===== src/rtl/barcode_pkg.sv =====
// barcode_pkg: shared types and constants for the station-ID barcode reader
package barcode_pkg;
  typedef enum logic [2:0] {IDLE, MEAS, WAIT_FALL, SAMP, CHK} bc_state_t;
  localparam int ID_BITS = 8;
  localparam logic [7:0] VALID_MASK = 8'hC0;
endpackage


===== src/rtl/barcode_reader_sync.sv =====
// bc_sync: two-flop synchroniser plus history flop giving registered-level edge strobes
module bc_sync (
  input  logic clk,
  input  logic rst_n,
  input  logic pin,
  output logic sync,
  output logic fall,
  output logic rise
);
  logic meta, prev;
  always_ff @(posedge clk) begin
    if (!rst_n) {meta, sync, prev} <= 3'b111;
    else begin
      meta <= pin;
      sync <= meta;
      prev <= sync;
    end
  end
  assign fall = prev & ~sync;
  assign rise = ~prev & sync;
endmodule


===== src/rtl/barcode_reader.sv =====
// barcode_reader: self-calibrating serial station-ID decoder with sticky valid flag
module barcode_reader #(
  parameter int TIMER_W = 22,
  parameter int ID_BITS = 8
) (
  input  logic               clk,
  input  logic               rst_n,
  input  logic               BC,
  input  logic               clr_ID_vld,
  output logic [ID_BITS-1:0] ID,
  output logic               ID_vld
);
  import barcode_pkg::*;
  localparam int BCW = $clog2(ID_BITS) + 1;
  logic sync, fall, rise;
  bc_state_t state, state_nxt;
  logic [TIMER_W-1:0] cnt, cnt_nxt, half;
  logic [ID_BITS-1:0] shreg;
  logic [BCW-1:0] bit_cnt;
  logic cnt_max, samp_hit, last_bit, ld_half, ld_id;
  bc_sync u_sync (
    .clk  (clk),
    .rst_n(rst_n),
    .pin  (BC),
    .sync (sync),
    .fall (fall),
    .rise (rise)
  );
  assign cnt_max  = &cnt;
  assign samp_hit = (state == SAMP) && (cnt == half);
  assign last_bit = bit_cnt == BCW'(ID_BITS - 1);
  always_ff @(posedge clk) begin
    if (!rst_n) state <= IDLE;
    else state <= state_nxt;
  end
  always_comb begin
    state_nxt = state;
    case (state)
      IDLE:      state_nxt = fall ? MEAS : IDLE;
      MEAS:      state_nxt = rise ? WAIT_FALL : cnt_max ? IDLE : MEAS;
      WAIT_FALL: state_nxt = fall ? SAMP : cnt_max ? IDLE : WAIT_FALL;
      SAMP:      state_nxt = !samp_hit ? SAMP : last_bit ? CHK : WAIT_FALL;
      CHK:       state_nxt = IDLE;
      default:   state_nxt = IDLE;
    endcase
  end
  // Counter restarts at 1 on a fall because the fall cycle itself is the first low cycle
  always_comb begin
    ld_half = (state == MEAS) && rise;
    ld_id   = (state == CHK) && ~|(shreg & VALID_MASK);
    cnt_nxt = (fall && (state == IDLE || state == WAIT_FALL)) ? TIMER_W'(1) :
              (ld_half || (samp_hit && !last_bit)) ? '0 :
              (state == IDLE || state == CHK) ? cnt : cnt + 1'b1;
  end
  always_ff @(posedge clk) begin
    if (!rst_n) begin
      cnt     <= '0;
      half    <= '0;
      shreg   <= '0;
      bit_cnt <= '0;
      ID      <= '0;
      ID_vld  <= 1'b0;
    end else begin
      cnt <= cnt_nxt;
      if (ld_half) begin
        half    <= cnt;
        bit_cnt <= '0;
      end
      if (samp_hit) begin
        shreg   <= {shreg[ID_BITS-2:0], sync};
        bit_cnt <= bit_cnt + 1'b1;
      end
      if (ld_id) ID <= shreg;
      ID_vld <= ld_id | (ID_vld & ~clr_ID_vld);
    end
  end
endmodule


===== config.mk =====
export PLATFORM = sky130hd
export DESIGN_NAME = barcode_reader
export DESIGN_NICKNAME = d
export VERILOG_FILES = /design/src/rtl/barcode_pkg.sv /design/src/rtl/barcode_reader_sync.sv /design/src/rtl/barcode_reader.sv
export SDC_FILE = /design/constraint.sdc
export NUM_CORES = 1
export LEC_CHECK = 0
export CORE_ASPECT_RATIO = 0.7
export CORE_MARGIN = 4
export CORE_UTILIZATION = 40
export DETAILED_ROUTE_END_ITERATION = 8
export SYNTH_ARGS = -nofsm -noshare
export SYNTH_HDL_FRONTEND = slang
export SYNTH_HIERARCHICAL = 1
export SYNTH_SLANG_ARGS = --single-unit

===== constraint.sdc =====
create_clock -name clk -period 3.3 [get_ports clk]
set_clock_uncertainty 0.1 [all_clocks]
set_input_delay 0.495 -clock clk [delete_from_list [all_inputs] [get_ports clk]]
set_output_delay 0.495 -clock clk [all_outputs]
set_load 0.02 [all_outputs]

* Yosys cells after proc, flatten, opt, wreduce, memory -nomap -nowiden
Cells that the tools add are included.
** Storage, ports and cells
- Register bits :: 71
- Bits in latches :: 0
- RAM bits :: 0
- Memory bits (read-only) :: 0
- Input port bits :: 4
- Output and inout bits :: 9
- Logic and storage cells :: 56
- Memories :: 0
** Operators by class
- Add/subtract/negate cells :: 2
- $mul :: 0
- Divide/modulo/power cells :: 0
- Magnitude comparators :: 0
- Equality and inequality tests :: 7
- Shift-type cells :: 0
- Mux-type cells :: 13
- Bitwise gates (word level) :: 8
- Reduce and logical (&&, ||, !) cells :: 15
** Operators with widths (count)
- adder 22 x 1 -> 22 bit, second input constant :: 1
- equality test 22 bit :: 1
- AND reduction 22 bit :: 1
- case mux 3 bit (4 select lines) :: 1
- two-way mux 4 bit :: 2
- equality test 3 x 2 -> 1 bit, second input constant :: 2
- two-way mux 2 bit :: 3
- two-way mux 3 bit :: 2
- logical AND 1 bit :: 5
- two-way mux 1 bit :: 5
- adder 4 x 1 -> 4 bit, second input constant :: 1
- equality test 4 x 3 -> 1 bit, second input constant :: 1
- NOT 1 bit :: 4
- bitwise AND 1 bit :: 3
- equality test 3 x 1 -> 1 bit, second input constant :: 1
- equality test 3 bit, second input constant :: 1
- logical NOT 3 bit :: 1
- logical OR 1 bit :: 3
- != test 3 bit, second input constant :: 1
- OR reduction 3 bit :: 1
- logical NOT 1 bit :: 2
- nonzero test 2 bit :: 1
- OR reduction 2 bit :: 1
- bitwise OR 1 bit :: 1

* Longest topological paths before layout
- Word-level depth :: 6
- Gate-level depth with buffers :: 9
- Gate-level depth less buffers :: 6

* Cells and area by module
Netlist, hierarchy kept.
** Modules (own cells, without submodules)
- barcode_reader :: times used 1, cells an instance 355, area an instance 2937.8 sq um, seq. area each 1361.3 sq um
- bc_sync :: times used 1, cells an instance 8, area an instance 91.3 sq um, seq. area each 60.1 sq um

* Worst setup path before layout
No wires, ideal clock.
- Kind :: reg-to-reg
- Start :: register cnt[7]
- End :: register bit_cnt[3]
- Library setup time :: 59 ps
- Arrival :: 1993 ps
- Data required time :: 3141 ps
- Slack :: 1148 ps
- Stages on the path, launching flop included :: 9
- Buffers on the path :: 2
- Period minus slack after synthesis :: 2152 ps
- Cells stage by stage :: dfxtp_1 > buf_2 > xor2_1 > nor4_1 > nand4_1 > or3_1 > buf_2 > or4_1 > nand2_1
** Between the ends
- Cells in the longest elaborated chain, start to end :: 3
- Elaborated cells between the ends (all ways) :: 4
- Those cells by class :: 1 x eq/ne; 1 x mux; 2 x reduce/logical
** Ends and longest elaborated chain
- start: declaration :: line barcode_reader.sv:17 : logic [TIMER_W-1:0] cnt, cnt_nxt, half;
- start signal: assignment :: line barcode_reader.sv:64 : cnt <= cnt_nxt;
- equality test 22 bit * :: line barcode_reader.sv:30 : assign samp_hit = (state == SAMP) && (cnt == half);
- logical AND 1 bit * :: line barcode_reader.sv:30
- two-way mux 4 bit / nonzero test 2 bit (equally long branches)
- end signal: assignment :: line barcode_reader.sv:71 : bit_cnt <= bit_cnt + 1'b1;
- end: declaration :: line barcode_reader.sv:19 : logic [BCW-1:0] bit_cnt;
Mark *: on every way between the ends. The rest lies on a longest branch, timed or not.
A chain may end at the register's enable or synchronous reset.

* Final worst setup path
- Start :: register cnt[14]
- End :: register bit_cnt[3]
Same word-level chain as after synthesis.

==> flow_results.xml <==
<?xml version="1.0" encoding="UTF-8"?>
<metrics>
  <group name="status">
    <metric name="run_status" unit="">finished clean</metric>
  </group>
  <group name="timing">
    <metric name="rsz0062_at_grt" unit="">false</metric>
    <metric name="setup_violations" unit="">0</metric>
    <metric name="max-slew-margin-rel" unit="%">56.8</metric>
    <metric name="totalNegativeSetupSlack" unit="ns">0</metric>
    <metric name="min_period" unit="ns">2.72</metric>
    <metric name="post-route-period-util" unit="%">82.4</metric>
    <metric name="fin_hold_ws" unit="ns">0.315</metric>
    <metric name="hold_viol" unit="">0</metric>
    <metric name="worst_slew_pin_slew" unit="ns">0.642</metric>
    <metric name="fmax" unit="MHz">368</metric>
    <metric name="final.setup.worst_slack" unit="ns">0.580</metric>
    <metric name="final-max-slew-violation-count" unit="">0</metric>
  </group>
  <group name="pwr">
    <metric name="netSwitchingPower" unit="mW">0.371</metric>
    <metric name="power_frac_clock" unit="%">43.0</metric>
    <metric name="vdd_ir_drop_max" unit="V">0.000185</metric>
    <metric name="netSwitchingFraction" unit="%">23.2</metric>
    <metric name="cellInternalPower" unit="mW">1.22</metric>
    <metric name="leakagePower" unit="nW">1.31</metric>
    <metric name="pwr_density_cell" unit="nW/µm²">466</metric>
    <metric name="share_of_power_burned_in_combinational_logic" unit="%">2.7</metric>
    <metric name="power.sequential.fraction" unit="%">54.2</metric>
  </group>
  <group name="flow_run">
    <metric name="cap_viol_max_count" unit="">0</metric>
  </group>
  <group name="clock_network">
    <metric name="ctsHtreeMaxLevel" unit="">3</metric>
    <metric name="post_cts_buffers" unit="">0</metric>
    <metric name="worstSkewPairLatency" unit="ns">0.35</metric>
    <metric name="clk_pin_slew" unit="ns">0.08</metric>
    <metric name="clockBufferDepth" unit="">2</metric>
    <metric name="tritoncts_num_sinks" unit="">71</metric>
    <metric name="cts_tree" unit="">done</metric>
    <metric name="cts_hold_buffers" unit="">0</metric>
    <metric name="tritoncts.num_buffers" unit="">9</metric>
    <metric name="clock_tree.root_cell" unit="">clkbuf_8</metric>
    <metric name="postCtsResizedCells" unit="">0</metric>
  </group>
  <group name="critical_path">
    <metric name="critical_path.max_stage_delay" unit="ns">0.63</metric>
    <metric name="register_to_register_setup_slack" unit="ns">0.58</metric>
    <metric name="arrival_time_at_the_worst_endpoint" unit="ns">2.91</metric>
    <metric name="critical_path_class" unit="">flip-flop to flip-flop</metric>
    <metric name="critPathBufInv" unit="">0</metric>
    <metric name="worst_ep_required" unit="ns">3.49</metric>
    <metric name="path_cells" unit="">xor2_1, nor4_1, nand4_1, or3_1, or4_1, nand2_1</metric>
    <metric name="cp-end-kind" unit="">flip-flop</metric>
    <metric name="critPathLaunchType" unit="">flip-flop</metric>
    <metric name="kind_of_cell_with_the_highest_combined_delay_on_the_critical_path" unit="">simple AND/OR/NAND/NOR gates</metric>
    <metric name="critPathMaxFanout" unit="">17</metric>
    <metric name="slowest_stage" unit="">or3_1</metric>
  </group>
  <group name="synthesis">
    <metric name="postSynthAreaPerCell" unit="µm²">8.34</metric>
    <metric name="synth_enable_flop_cells" unit="">0</metric>
    <metric name="synth_sequential_area_ratio" unit="%">46.9</metric>
    <metric name="yosys_register_bits" unit="">71</metric>
    <metric name="synth_flop_cell" unit="">dfxtp_1</metric>
    <metric name="syn-instance-count" unit="">363</metric>
    <metric name="ffs_w_async_s_r_synth" unit="%">0</metric>
    <metric name="yosysUniqueCellTypes" unit="">40</metric>
    <metric name="synth.net_count" unit="">369</metric>
    <metric name="synth.yosys.warnings" unit="">6</metric>
    <metric name="netlist_area" unit="µm²">3030</metric>
  </group>
  <group name="global_routing">
    <metric name="grt_max_degree" unit="">30</metric>
    <metric name="wire_length_of_the_first_global_routing_pass" unit="mm">10.6</metric>
    <metric name="via_count_of_the_first_global_routing_pass" unit="">2168</metric>
    <metric name="antenna_violations_before_repair" unit="">0</metric>
    <metric name="total_global_route_track_usage" unit="%">14.8</metric>
    <metric name="globalRoute.totalOverflow" unit="">0</metric>
  </group>
  <group name="die">
    <metric name="die_height" unit="µm">80.8</metric>
    <metric name="die-width" unit="µm">112</metric>
    <metric name="floorplan.initialDensity" unit="%">41.4</metric>
    <metric name="io_pins" unit="">13</metric>
    <metric name="die-area" unit="µm²">9050</metric>
    <metric name="num_rows" unit="">26</metric>
    <metric name="core_area" unit="µm²">7320</metric>
  </group>
  <group name="placed_design">
    <metric name="placer_s_final_routability_congestion_estimate" unit="">0.827</metric>
    <metric name="dp_worst_setup_slack" unit="ns">0.609</metric>
    <metric name="dpl.hpwl" unit="mm">4.41</metric>
    <metric name="io_buffer_count" unit="">12</metric>
  </group>
  <group name="route">
    <metric name="route.met2.wl" unit="mm">2.61</metric>
    <metric name="drc_errors" unit="">0</metric>
    <metric name="routed-via-count" unit="">2350</metric>
    <metric name="wl" unit="mm">6.33</metric>
    <metric name="detail_route.first_pass.iterations" unit="">4</metric>
    <metric name="vias_per_cell" unit="">4.97</metric>
    <metric name="top_layer" unit="">met4</metric>
    <metric name="route.detailed.wl_per_inst" unit="µm">13.4</metric>
    <metric name="route.antenna.remaining_nets" unit="">0</metric>
    <metric name="first_iter_violations" unit="">119</metric>
    <metric name="dr_wl_met3" unit="µm">303</metric>
    <metric name="wl_met1" unit="mm">3.33</metric>
  </group>
  <group name="layout">
    <metric name="most_frequent_standard_cell_in_the_layout_excluding_fill_and_tap_cells" unit="">nand2_1</metric>
    <metric name="layout.nets" unit="">376</metric>
    <metric name="final_cell_mix" unit="">nand2_1 (74), dfxtp_1 (71), nor2_1 (40)</metric>
    <metric name="drive_above_1_share" unit="%">7.20</metric>
    <metric name="area_growth_syn_to_layout" unit="%">13.1</metric>
    <metric name="antennaDiodeCount" unit="">0</metric>
  </group>
  <group name="hold_path">
    <metric name="min_path_type" unit="">flip-flop to flip-flop</metric>
  </group>
</metrics>
==> cell usage after synthesis, types with 2 or more instances <==
cell	n	area share [%]
mux2i_1	6	2.0
inv_1	3	0.37
or3b_1	2	0.58
a21oi_1	33	5.5
nor4_1	7	1.4
nor2_1	40	5.0
and3_1	5	1.0
xor2_1	32	9.3
xnor2_1	11	3.2
o211ai_1	2	0.50
nand2b_1	4	0.83
and4_1	2	0.58
buf_2	4	0.66
ha_1	2	0.83
dfxtp_1	71	47
clkinv_1	2	0.25
nor2b_1	3	0.62
nor3b_1	3	0.74
nand2_1	74	9.2
nand4_1	8	1.7
nor3_1	4	0.66
nand3_1	9	1.5
or2_2	3	0.62
clkbuf_1	17	2.1
==> final cells by class <==
type                       instances  area (µm²)
clock buffer                       9         124
clock inverter                     7        72.6
inverter                           6        22.5
fill                             731        3890
timing repair buffer              18         165
sequential                        71        1420
tap                               98         123
multi-input combinational        264        1500
==> registers in the layout, indices dropped and copies added, names as in the netlist <==
register / count
u_sync/meta: 1
ID_vld: 1
state: 3
u_sync/prev: 1
ID: 8
half: 22
bit_cnt: 4
cnt: 22
shreg: 8
u_sync/sync: 1
==> path summary, 6_finish.rpt <==
path	to	start	depth (start not counted)
worst max-delay path	bit_cnt[3]	cnt[14]	6
worst min-delay path	u_sync/sync	u_sync/meta	1
worst max register to register	bit_cnt[3]	cnt[14]	6
worst min register to register	u_sync/sync	u_sync/meta	1
==> metal layers <==
metal | up-vias | global-route usage, %
li1 | 1220 | -
met1 | 1077 | 20.9
met2 | 44 | 21.7
met3 | 9 | 4.54
met4 | 0 | 4.44
met5 | - | 0
==> stage by stage <==
stage | cells | utilization, % | power (mW) | cell area, µm²
global route | 473 | 46.8 | 1.66 | 3420
detailed placement | 457 | 44.1 | 0.929 | 3230
global placement | 457 | 44.1 | 0.929 | 3230
CTS | 473 | 46.8 | 1.61 | 3420
floorplan | 363 | - | 0.913 | 3030
finish | 473 | 46.8 | 1.60 | 3420
==> power by group through the flow <==
| stage | Combinational, mW | Clock (mW) | Sequential [mW] |
|---|---|---|---|
| 6_report | 0.0437 | 0.687 | 0.865 |
| 5_1_grt | 0.0492 | 0.742 | 0.865 |
| 4_1_cts | 0.0443 | 0.703 | 0.865 |
| 3_5_place_dp | 0.0443 | 0 | 0.885 |
| 3_3_place_gp | 0.0439 | 0 | 0.885 |
| 2_1_floorplan | 0.0293 | 0 | 0.884 |
==> logic make-up (layout without fill, tap and decap cells) <==
kind of cell,count (synthesis),in the layout,synth area share [%]
buffers and inverters,28,40,3.88
DFF,71,71,46.9
and+or+nand+nor,170,170,25.8
xor gates and xnor gates,43,43,12.4
AOI/OAI and AO/OA,43,43,8.18
muxes,6,6,1.98
adders and majority gates,2,2,0.826
No activity file was read; power rests on OpenSTA's default activity.
==> variant 1: new RTL, same settings <==
Re-encode `bc_state_t` (5 states) as Gray code, 3 bits wide.
--- a/src/rtl/barcode_pkg.sv
+++ b/src/rtl/barcode_pkg.sv
@@ -2,3 +2,3 @@
 package barcode_pkg;
-  typedef enum logic [2:0] {IDLE, MEAS, WAIT_FALL, SAMP, CHK} bc_state_t;
+  typedef enum logic [2:0] {IDLE = 3'b000, MEAS = 3'b001, WAIT_FALL = 3'b011, SAMP = 3'b010, CHK = 3'b110} bc_state_t;
   localparam int ID_BITS = 8;
Behaviour: same outputs for any inputs over 10 cycles, from zero or initial values and one cycle with rst_n low; not proved beyond that.
==> variant 1 against the original RTL <==
Worst setup slack gained 610 ps. Sequential cell count stayed put. Synthesized area increased by 5.9%. Power grew 28%. Sequential share of layout area is 4.1 points lower. Design area rose by 11%. Routed wire length grew 5.8%. Via count grew 4.1%. Critical path type unchanged. Critical endpoint is now cnt[18]$_SDFFE_PP0P_.
==> variant 1: results (changes against the original RTL) <==
status=completed; CP Launch Point=cnt[11]$_SDFFE_PP0P_; first-pass iteration count of the detailed router=4 (unchanged); Syn. warnings=6 (unchanged); post-synthesis compound-gate area fraction=0.0655 (-0.0163); GP Congestion=0.823 (-0.50%); Main synth FF type=dfxtp_1; Post-Synth Adder-Cell Area=0.00780 (-0.000461); Post-Syn Nets=374 (+1.4%); Critical Path Fanout Max=21 (+4); Peak VDD IR=327 uV (+76%); Skew-Pair Late Insertion Delay=about 340 ps; CTS clk-pin slew, worst paths=60 ps (-20 ps); Synth Area in XOR/XNOR=0.120 (-0.00420); initial antenna violation count=0 (unchanged); Largest regs=cnt (22), half (22); filler cell count=741 (+1.4%); Tot GR Track Use=0.153 (+0.00555); Synth top cells by count=71 x dfxtp_1, 65 x nand2_1, 27 x a21oi_1, 27 x nor3_1, 26 x xor2_1; Setup Slack @ Placement=1090 ps (+486 ps); initial DRC count=150 (+26%); Die Area=9540 sq um (+5.4%); vias per inst=5.08 (+2.2%); Port-buffer cells=12 (unchanged); first-pass GRT wire length=11.3 mm (+6.8%); largest net degree at the start of global routing=22 (-27%); Worst Hold Class=reg2reg; worst setup margin=1190 ps (+614 ps); Critical-path top delay cell=dfxtp_1; mux cell area share after synthesis=0.0530 (+0.0332); asr flop ratio synth=0 (unchanged); layout cells sized above 1=0.0892 (+0.0172); Max-Slew Margin vs Limit=0.452 (-0.116); vias in the first global route=2267 (+4.6%); hpwl dp=4.80 mm (+8.8%); Post-CTS Setup Repair Bufs=0 (unchanged); nets=382 (+1.6%); Final Routed Wirelength=6.70 mm (+5.8%); number of H-tree levels=3 (unchanged); diode count=0 (unchanged); register area share after synthesis=0.443 (-0.0262); min-delay src=u_sync/meta$_SDFF_PN1_; Synth area leaders=dfxtp_1 44%, nand2_1 7.6%, xor2_1 7.1%, mux2i_1 5.3%, xnor2_1 4.9%; CP arrival=2220 ps (-690 ps); CP max stage delay=480 ps (-150 ps); Resized cells post-CTS=0 (unchanged); P_leak=1.33 nW (+1.6%); Clock Tree Buf Depth=2 (unchanged); cts bufs inserted=9 (unchanged); CTS Root Cell=clkbuf_16
## variant 1: worst max-delay path, delay by kind of cell, from the launching register on
family                 cells  cell delay (ps)
AND/OR/NAND/NOR            4              970
flip-flops                 1              480
XOR/XNOR                   1              120
buffers and inverters      1              290
## variant 1: path summary, 6_finish.rpt
check	end	cells after the start
setup / recovery	cnt[18]$_SDFFE_PP0P_	6
hold reg to reg	u_sync/sync$_SDFF_PN1_	1
setup reg to reg	cnt[18]$_SDFFE_PP0P_	6
hold / removal	u_sync/sync$_SDFF_PN1_	1
## variant 1: cell families (layout without fill, tap and decap cells)
| family | count (synthesis) | after routing |
|---|---|---|
| flip-flops | 71 | 71 |
| buffers and inverters | 27 | 40 |
| AO/OA/AOI/OAI | 36 | 36 |
| AND/OR/NAND/NOR | 171 | 171 |
| adder cells (fa/ha/maj) | 2 | 2 |
| XOR/XNOR | 44 | 44 |
| multiplexers | 17 | 17 |
## variant 1: power by group
part | switching [mW] | leakage (nW) | internal [mW]
Sequential | 0.00638 | 0.573 | 0.862
Clock | 0.362 | 0.162 | 0.758
Combinational | 0.0348 | 0.599 | 0.0191
Total | 0.403 | 1.33 | 1.64
## variant 1: layout make-up
| cell class | count | share of cell area |
|---|---|---|
| clock buffer | 11 | 0.0639 |
| clock inverter | 5 | 0.0277 |
| sequential | 71 | 0.374 |
| inverter | 4 | 0.00396 |
| tap | 101 | 0.0333 |
| timing repair buffer | 20 | 0.0475 |
| multi-input combinational | 270 | 0.449 |
## variant 1: stage by stage
stage	total power [mW]	instance area (sq um)	hold WS [ps]	cells
global placement	0.940	3450	289	466
detailed placement	0.941	3450	294	466
floorplan	0.922	3210	286	368
finish	2.04	3800	305	482
global route	2.11	3800	335	482
CTS	2.08	3800	307	482
## variant 1: routing by layer
| layer | routed length [um] | GRT usage | vias to the layer above |
|---|---|---|---|
| li1 | - | - | 1264 |
| met1 | 3540 | 0.226 | 1132 |
| met2 | 2700 | 0.196 | 40 |
| met3 | 317 | 0.0503 | 11 |
| met4 | 137 | 0.0746 | 0 |
| met5 | 0 | 0 | - |
==> variant 2: new RTL, same flow settings <==
Made on the original files. The parameter `TIMER_W` goes from 22 to 26.
--- a/src/rtl/barcode_reader.sv
+++ b/src/rtl/barcode_reader.sv
@@ -2,3 +2,3 @@
 module barcode_reader #(
-  parameter int TIMER_W = 22,
+  parameter int TIMER_W = 26,
   parameter int ID_BITS = 8
Check against the original RTL: no difference found for any inputs over 10 cycles, from zero or initial values and one cycle with rst_n low; that may be too few to reach the edited logic, so the function may still have changed.
==> variant 2 against the original RTL <==
Design area increased by 16%. Routed wire length grew 16%. Power increased by 30%. Utilization grew 2.0 points. Sequential cell count is 8 higher. Synthesized area is 14% higher. Largest power group is now clock. Worst setup slack improved by 55 ps. Highest routed layer unchanged.
==> variant 2: results (changes against the original RTL) <==
core area=8110 sq um (+11%); Largest regs=cnt (26), half (26); Post-Syn Nets=402 (+8.9%); GP Congestion=0.795 (-3.8%); Post-Synth Adder-Cell Area=0.00728 (-0.000983); Slew @ Worst Pin=742 ps (+99.9 ps); Synth Area in XOR/XNOR=0.130 (+0.00558); bufs w/o clock=17 (-1); Non-CTS inverters=3 (-3); placed inst area=3630 sq um (+13%); M1 GR Usage=0.228 (+0.0187); Tot GR Track Use=0.156 (+0.00803); #MultiIn Comb=294 (+11%); mux cell area share after synthesis=0.0408 (+0.0209); initial DRC count=117 (-1.7%); met3 Use GR=0.0468 (+0.00138); Met3 Routed Length=311 um (+2.6%); vias in the first global route=2489 (+15%); Yosys cell types=39 (-2.5%); nets=410 (+9.0%); Internal=1.68 mW (+37%); CP arrival=2760 ps (-150 ps); filler cell count=775 (+6.0%); CTS clk-pin slew, worst paths=50 ps (-30 ps); first-pass GRT wire length=12.5 mm (+18%); met2 Resource Use GR=0.209 (-0.00783); layout cells sized above 1=0.0807 (+0.00868); CTS Root Cell=clkbuf_16; Synth area leaders=dfxtp_1 46%, nand2_1 7.9%, xnor2_1 7.1%, xor2_1 5.9%, nor2_1 5.7%; Synth top cells by count=79 x dfxtp_1, 72 x nand2_1, 52 x nor2_1; Resized cells post-CTS=0 (unchanged); post-synthesis compound-gate area fraction=0.0713 (-0.0105); Critical-path top delay cell=o211ai_4; Multi-input gate area=1760 sq um (+17%); Clock Tree Buf Depth=2 (unchanged); P_leak=1.42 nW (+8.5%); layout clock buffer count=13 (+4); CTS sink count=79 (+11%); Post-CTS Setup Repair Bufs=0 (unchanged); Via Count=2562 (+9.0%); Peak VDD IR=319 uV (+72%); largest net degree at the start of global routing=45 (+50%); register area share after synthesis=0.460 (-0.00926); Main synth FF type=dfxtp_1; design area=3960 sq um (+16%); Metal-1 WL=4.01 mm (+20%); status=completed; WL/cell=14.4 um (+7.9%); signal buffers share of area=0.0398 (-0.00839); Seq/total area=0.400 (-0.0154)
variant 2: changes by cell type after synthesis, sizes merged, moves of 3 or more:
cell,change
nand4,+7
clkbuf,-5
mux2i,+8
xnor2,+17
dfxtp,+8
nand2b,+3
nor4,-3
nor2,+12
buf,+3
xor2,-9
variant 2: cells by family after synthesis:
family	Yosys count
simple gates	185
buf+inv	23
flops	79
compound gates	42
xor+xnor	51
fa+ha+maj	2
mux	14
variant 2: power groups by stage:
stage | clock (mW) | combinational [mW] | sequential [mW]
after floorplan | 0 | 0.0387 | 0.982
after global placement | 0 | 0.0500 | 0.984
after detailed placement | 0 | 0.0500 | 0.984
after CTS | 1.09 | 0.0502 | 0.963
after global routing | 1.14 | 0.0548 | 0.963
final | 1.07 | 0.0503 | 0.964
variant 2: worst register-to-register path, delay by kind of cell (launching register included):
kind                   cells  cell delay (ps)
AO/OA/AOI/OAI              1              640
buffers and inverters      1              220
XOR/XNOR                   1              140
AND/OR/NAND/NOR            4              960
flip-flops                 1              460
variant 2: worst paths after layout:
check / slack [ps] / start / endpoint / cells after the start
max: 630 / cnt[12]$_SDFFE_PP0P_ / cnt[7]$_SDFFE_PP0P_ / 7
max reg2reg: 630 / cnt[12]$_SDFFE_PP0P_ / cnt[7]$_SDFFE_PP0P_ / 7
min reg2reg: 300 / u_sync/meta$_SDFF_PN1_ / u_sync/sync$_SDFF_PN1_ / 1
min: 300 / u_sync/meta$_SDFF_PN1_ / u_sync/sync$_SDFF_PN1_ / 1
variant 2: through the flow:
stage	setup WS (ps)	instances	total power, mW
CTS	662	510	2.11
floorplan	1330	396	1.02
global placement	747	494	1.03
detailed placement	671	494	1.03
global route	388	510	2.15
finish	635	510	2.08
